$ cat src/rtl/seq_divider.sv
// ---------------------------------------------------------------------------
// seq_divider
//   Sequential restoring (shift-subtract) divider. It resolves one quotient
//   bit per clock and is the inverse of the 8x8 multiplier: a product-sized
//   dividend divided by an operand-sized divisor gives quotient and remainder.
//
// Ports
//   CLOCK_50     in   system clock, all state changes on the rising edge
//   reset        in   synchronous, active-high reset
//   start        in   request, sampled only in IDLE
//   dividend     in   N_W-bit unsigned numerator
//   divisor      in   D_W-bit unsigned denominator
//   quotient     out  N_W-bit registered quotient
//   remainder    out  D_W-bit registered remainder
//   busy         out  high while iterating (RUN)
//   done         out  one-cycle pulse when a result is written
//   div_by_zero  out  set together with the result when divisor was 0
//   dbg_state    out  current FSM state, for observation only
//
// Handshake: a request is taken when start=1 on an edge where the block is
// in IDLE and reset=0. From that edge on, all inputs are ignored until IDLE
// is re-entered; start is never queued. done pulses for exactly one cycle on
// the edge that writes quotient/remainder/div_by_zero, and those outputs
// then hold until the next result write.
// ---------------------------------------------------------------------------
module seq_divider #(
   parameter int N_W = 16,
   parameter int D_W = 8
) (
   input  logic           CLOCK_50,
   input  logic           reset,
   input  logic           start,
   input  logic [N_W-1:0] dividend,
   input  logic [D_W-1:0] divisor,
   output logic [N_W-1:0] quotient,
   output logic [D_W-1:0] remainder,
   output logic           busy,
   output logic           done,
   output logic           div_by_zero,
   output logic [1:0]     dbg_state
);

   localparam logic [1:0] IDLE = 2'd0;
   localparam logic [1:0] RUN  = 2'd1;
   localparam logic [1:0] DONE = 2'd2;

   localparam int CW = $clog2(N_W) + 1;
   localparam int PW = D_W + 1;   // partial remainder width
   localparam int SW = D_W + 2;   // width of the shifted partial

   logic [1:0]     state;
   logic [N_W-1:0] dvd_sh;    // dividend shifting out, quotient shifting in
   logic [D_W-1:0] dsr;       // latched divisor
   logic [PW-1:0]  partial;
   logic [CW-1:0]  count;
   logic           dz_pend;   // divide-by-zero result still to be written

   logic [SW-1:0]  p_shift;
   logic           fits;
   logic [PW-1:0]  p_next;
   logic [N_W-1:0] dvd_next;
   logic           last_iter;

   // One restoring step: bring in the next dividend bit, subtract when the
   // divisor fits. The partial stays below the divisor, so the truncated
   // difference always fits PW bits.
   always_comb begin
      p_shift   = {partial, dvd_sh[N_W-1]};
      fits      = (p_shift >= SW'(dsr));
      p_next    = fits ? PW'(p_shift - SW'(dsr)) : p_shift[PW-1:0];
      dvd_next  = {dvd_sh[N_W-2:0], fits};
      last_iter = (count == CW'(N_W - 1));
   end

   always_ff @(posedge CLOCK_50) begin
      if (reset) begin
         state       <= IDLE;
         dvd_sh      <= '0;
         dsr         <= '0;
         partial     <= '0;
         count       <= '0;
         dz_pend     <= 1'b0;
         quotient    <= '0;
         remainder   <= '0;
         busy        <= 1'b0;
         done        <= 1'b0;
         div_by_zero <= 1'b0;
      end else begin
         done <= 1'b0;
         case (state)
            IDLE: begin
               if (start) begin
                  dvd_sh  <= dividend;
                  dsr     <= divisor;
                  partial <= '0;
                  count   <= '0;
                  if (divisor == '0) begin
                     state   <= DONE;
                     dz_pend <= 1'b1;
                  end else begin
                     state   <= RUN;
                     busy    <= 1'b1;
                     dz_pend <= 1'b0;
                  end
               end
            end
            RUN: begin
               partial <= p_next;
               dvd_sh  <= dvd_next;
               count   <= count + 1'b1;
               if (last_iter) begin
                  quotient    <= dvd_next;
                  remainder   <= p_next[D_W-1:0];
                  div_by_zero <= 1'b0;
                  busy        <= 1'b0;
                  done        <= 1'b1;
                  state       <= DONE;
               end
            end
            DONE: begin
               // A normal result was already written on entry; a divide by
               // zero writes its saturated result here, one edge after start.
               state <= IDLE;
               if (dz_pend) begin
                  quotient    <= '1;
                  remainder   <= '0;
                  div_by_zero <= 1'b1;
                  done        <= 1'b1;
                  dz_pend     <= 1'b0;
               end
            end
            default: state <= IDLE;
         endcase
      end
   end

   assign dbg_state = state;

endmodule

$ cat config.mk
export PLATFORM = sky130hd
export DESIGN_NAME = seq_divider
export DESIGN_NICKNAME = d
export VERILOG_FILES = /design/src/rtl/seq_divider.sv
export SDC_FILE = /design/constraint.sdc
export NUM_CORES = 1
export LEC_CHECK = 0
export ABC_AREA = 1
export BUFFER_PORTS_ARGS = -buffer_cell sky130_fd_sc_hd__buf_2
export CAP_MARGIN = 15
export CORE_UTILIZATION = 30
export DETAILED_ROUTE_END_ITERATION = 6
export PLACE_DENSITY = 0.57
export SYNTH_ARGS = -nofsm -noshare
export SYNTH_HDL_FRONTEND = slang
export SYNTH_SLANG_ARGS = --single-unit
$ cat constraint.sdc
create_clock -name CLOCK_50 -period 5.8 [get_ports CLOCK_50]
set_clock_uncertainty 0.1 [all_clocks]
set_input_delay 0.58 -clock CLOCK_50 [delete_from_list [all_inputs] [get_ports CLOCK_50]]
set_output_delay 0.58 -clock CLOCK_50 [all_outputs]
set_load 0.02 [all_outputs]
==> impl_metrics.json <==
{
  "min_path_type": "reg -> reg",
  "maxUsedRoutingLayer": "met4",
  "r2r_start": "dbg_state[1]",
  "synthesis.nets": 488,
  "slew_violations": 0,
  "p_sw_frac": 0.365,
  "hold_viol_final": 0,
  "status": "complete, no violations",
  "path_common_cell": "inv_1",
  "ir_drop_mv": 0.142,
  "diodes": 0,
  "drc_errors": 0,
  "fmax_ghz": 0.387,
  "setup_viol": 0,
  "die_width_um": 106,
  "synth-async-reset-ratio": 0,
  "area_delta_synth_final_pct": 16.9,
  "dr_wl_met2_um": 4130,
  "cp-endpoint": "count[4]",
  "fin_crit_ns": 2.58,
  "antenna_found_initial": 0,
  "clock-sinks": 68,
  "final.setup.tns_ns": 0,
  "gr-usage-all-layers": 0.154,
  "cp-startpoint": "dbg_state[1]",
  "synth.distinct_cells": 34,
  "clkLatencyLatePin_ns": 0.35,
  "cts_buffer_depth": 2,
  "design.die.area_um2": 11300,
  "yosys.cell_count.top_type": "nand2_1",
  "p_leak_nw": 1.68,
  "p_int_mw": 0.826,
  "wirelength_um": 8220,
  "cts_setup_buffers": 0,
  "rr_endpoint": "count[4]",
  "via_count": 2985,
  "slowest_stage": "nor2_1",
  "worstPathCellList": "inv_1 > ha_1 > inv_4 > nor2_1 > inv_1 > o22ai_1 > inv_1 > nor2_1",
  "clock-root-buffer": "clkbuf_8",
  "ioPinCount": 56,
  "synth_common_cells": "124 x nand2_1, 68 x dfxtp_1, 45 x inv_1",
  "htree_levels": 3,
  "cts_resized": 0,
  "multi_input_area_um2": 1620,
  "power_mw": 1.30,
  "p_clk_frac": 0.318,
  "drv_cap": 0,
  "power_frac_seq": 0.406,
  "start_util": 0.312,
  "synth_edf_count": 0,
  "placementRows": 37,
  "setup_ws_ns": 3.22,
  "core_area_um2": 10500,
  "switchingPower_mw": 0.474,
  "netlist_top_cells_area": "dfxtp_1 42%, nand2_1 14%, a21oi_1 5.4%, inv_1 5.2%, ha_1 5.0%",
  "gp_congestion": 0.802,
  "synth-compound-area-share": 0.186,
  "synth.cell_area_um2": 3270,
  "wl_met3_um": 308,
  "cp.required_ns": 5.98,
  "drt_pre_antenna_iters": 4,
  "numCtsBuffers": 9,
  "cts_tree": "done",
  "gr-total-overflow": 0,
  "synth_top_family_by_area": "simple AND/OR/NAND/NOR gates",
  "crit_type": "reg -> reg",
  "wire_per_inst_um": 13.0,
  "rsz0062_at_grt": "no",
  "crit_path_end_kind": "register",
  "ys_seq_elements": 68,
  "dp_slack_ns": 3.22,
  "nFillCells": 1148,
  "path_clk_slew_ns": 0.08,
  "crit_path_start_kind": "register",
  "drive_gt1_frac": 0.190,
  "synth_mux_area_frac": 0,
  "met1_length_um": 3710,
  "yosysSeqAreaShare": 0.416,
  "grt_pass1_wl_um": 13600,
  "io_buffers": 55,
  "dp_hpwl_um": 6010,
  "grt_pass1_vias": 2811,
  "grt_max_degree": 41,
  "drt_iter0_markers": 135,
  "pwr-share-comb": 0.276,
  "netlist_instances": 447,
  "synth-main-ff-cell": "dfxtp_1",
  "yosys.area.top_type_share": 0.416,
  "slew_headroom": 0.290,
  "ys_warn_count": 0,
  "fp.dieH_um": 106,
  "crit_path_max_incr_delay_ns": 0.86,
  "avgSynthCellArea_um2": 7.31,
  "synth_simple_gate_area_frac": 0.243,
  "r2r_slack_ns": 3.22,
  "synth_fa_ha_area_frac": 0.0559,
  "worst_slew_pin_slew_ns": 1.06,
  "synth_top_cell_by_area": "dfxtp_1",
  "ctsHoldBuffers": 0,
  "path_max_fanout": 18,
  "nets": 535,
  "cp.arrival_ns": 2.77,
  "seq_area_um2": 1360,
  "utilization": 0.365,
  "r2r_cells": 8,
  "drt.antenna.violating_nets": 0,
  "power_density_nw_per_um2": 340,
  "synth_xor_area_frac": 0.0107,
  "min_period_over_period": 0.446,
  "via_per_inst": 4.70
}
sequential cells by signal, indices dropped and copies added, names as in the netlist:
| name | flops |
|---|---|
| remainder | 8 |
| quotient | 16 |
| dbg_state | 2 |
| dz_pend | 1 |
| div_by_zero | 1 |
| busy | 1 |
| done | 1 |
| count | 5 |
| dvd_sh | 16 |
| partial | 9 |
| dsr | 8 |
critical path, delay by kind of cell (launching register included):
family	cells	cell delay [ns]
buffers and inverters	4	0.44
flip-flops	1	0.33
AND/OR/NAND/NOR	2	0.93
adder cells (fa/ha/maj)	1	0.55
AO/OA/AOI/OAI	1	0.15
cell families (layout without fill, tap and decap cells):
kind of cell | Yosys count | after routing
AND/OR/NAND/NOR | 188 | 188
AO/OA/AOI/OAI | 105 | 105
flip-flops | 68 | 68
buffers and inverters | 68 | 120
adder cells (fa/ha/maj) | 14 | 14
XOR/XNOR | 4 | 4
per-stage QoR:
| step | hold WS [ns] | area, um2 | std cells |
|---|---|---|---|
| 4_1_cts | 0.371 | 3820 | 635 |
| 5_1_grt | 0.377 | 3820 | 635 |
| 3_3_place_gp | 0.351 | 3620 | 619 |
| 2_1_floorplan | 0.335 | 3270 | 447 |
| 6_report | 0.367 | 3820 | 635 |
| 3_5_place_dp | 0.358 | 3620 | 619 |
layer usage:
| layer | vias up | track usage |
|---|---|---|
| li1 | 1556 | - |
| met1 | 1374 | 0.181 |
| met2 | 47 | 0.273 |
| met3 | 8 | 0.0411 |
| met4 | 0 | 0.0417 |
| met5 | - | 0 |
worst min path at each step:
stage	start	to	slack [ns]	cells after the start
final	busy	busy	0.37	2
after CTS	partial[8]	partial[8]	0.37	2
after floorplan	dsr[2]	dsr[2]	0.34	2
after global placement	busy	busy	0.35	2
after detailed placement	partial[8]	partial[8]	0.36	2
after global routing	dividend[7]	dvd_sh[7]	0.38	3
power by group through the flow:
stage | sequential (mW) | combinational (mW) | clock (mW)
floorplan | 0.540 | 0.276 | 0
detailed placement | 0.540 | 0.359 | 0
finish | 0.529 | 0.359 | 0.413
global placement | 0.538 | 0.357 | 0
global route | 0.534 | 0.412 | 0.445
CTS | 0.529 | 0.362 | 0.425
final cells by class:
type | instances | share of cell area
multi-input cells | 311 | 0.424
flip-flops and latches | 68 | 0.356
repair buffers | 55 | 0.0720
inverters | 49 | 0.0494
well taps | 136 | 0.0445
clock buffers | 9 | 0.0324
clock inverters | 7 | 0.0213
placed cells by master, fill, tap and decap left out, types with 4 or more instances in the layout:
| cell | Yosys | final |
|---|---|---|
| clkbuf_8 | 0 | 9 |
| buf_2 | 9 | 55 |
| inv_1 | 45 | 45 |
| ha_1 | 13 | 13 |
| nand2_1 | 124 | 124 |
| inv_6 | 0 | 4 |
| a31oi_1 | 13 | 13 |
| nor3_1 | 4 | 4 |
| a21oi_1 | 35 | 35 |
| nand3_1 | 15 | 15 |
| o21ai_0 | 32 | 32 |
| o22ai_1 | 13 | 13 |
| dfxtp_1 | 68 | 68 |
| a21oi_2 | 9 | 9 |
| nor2_1 | 32 | 32 |
Power figures use the tool's default switching activity.
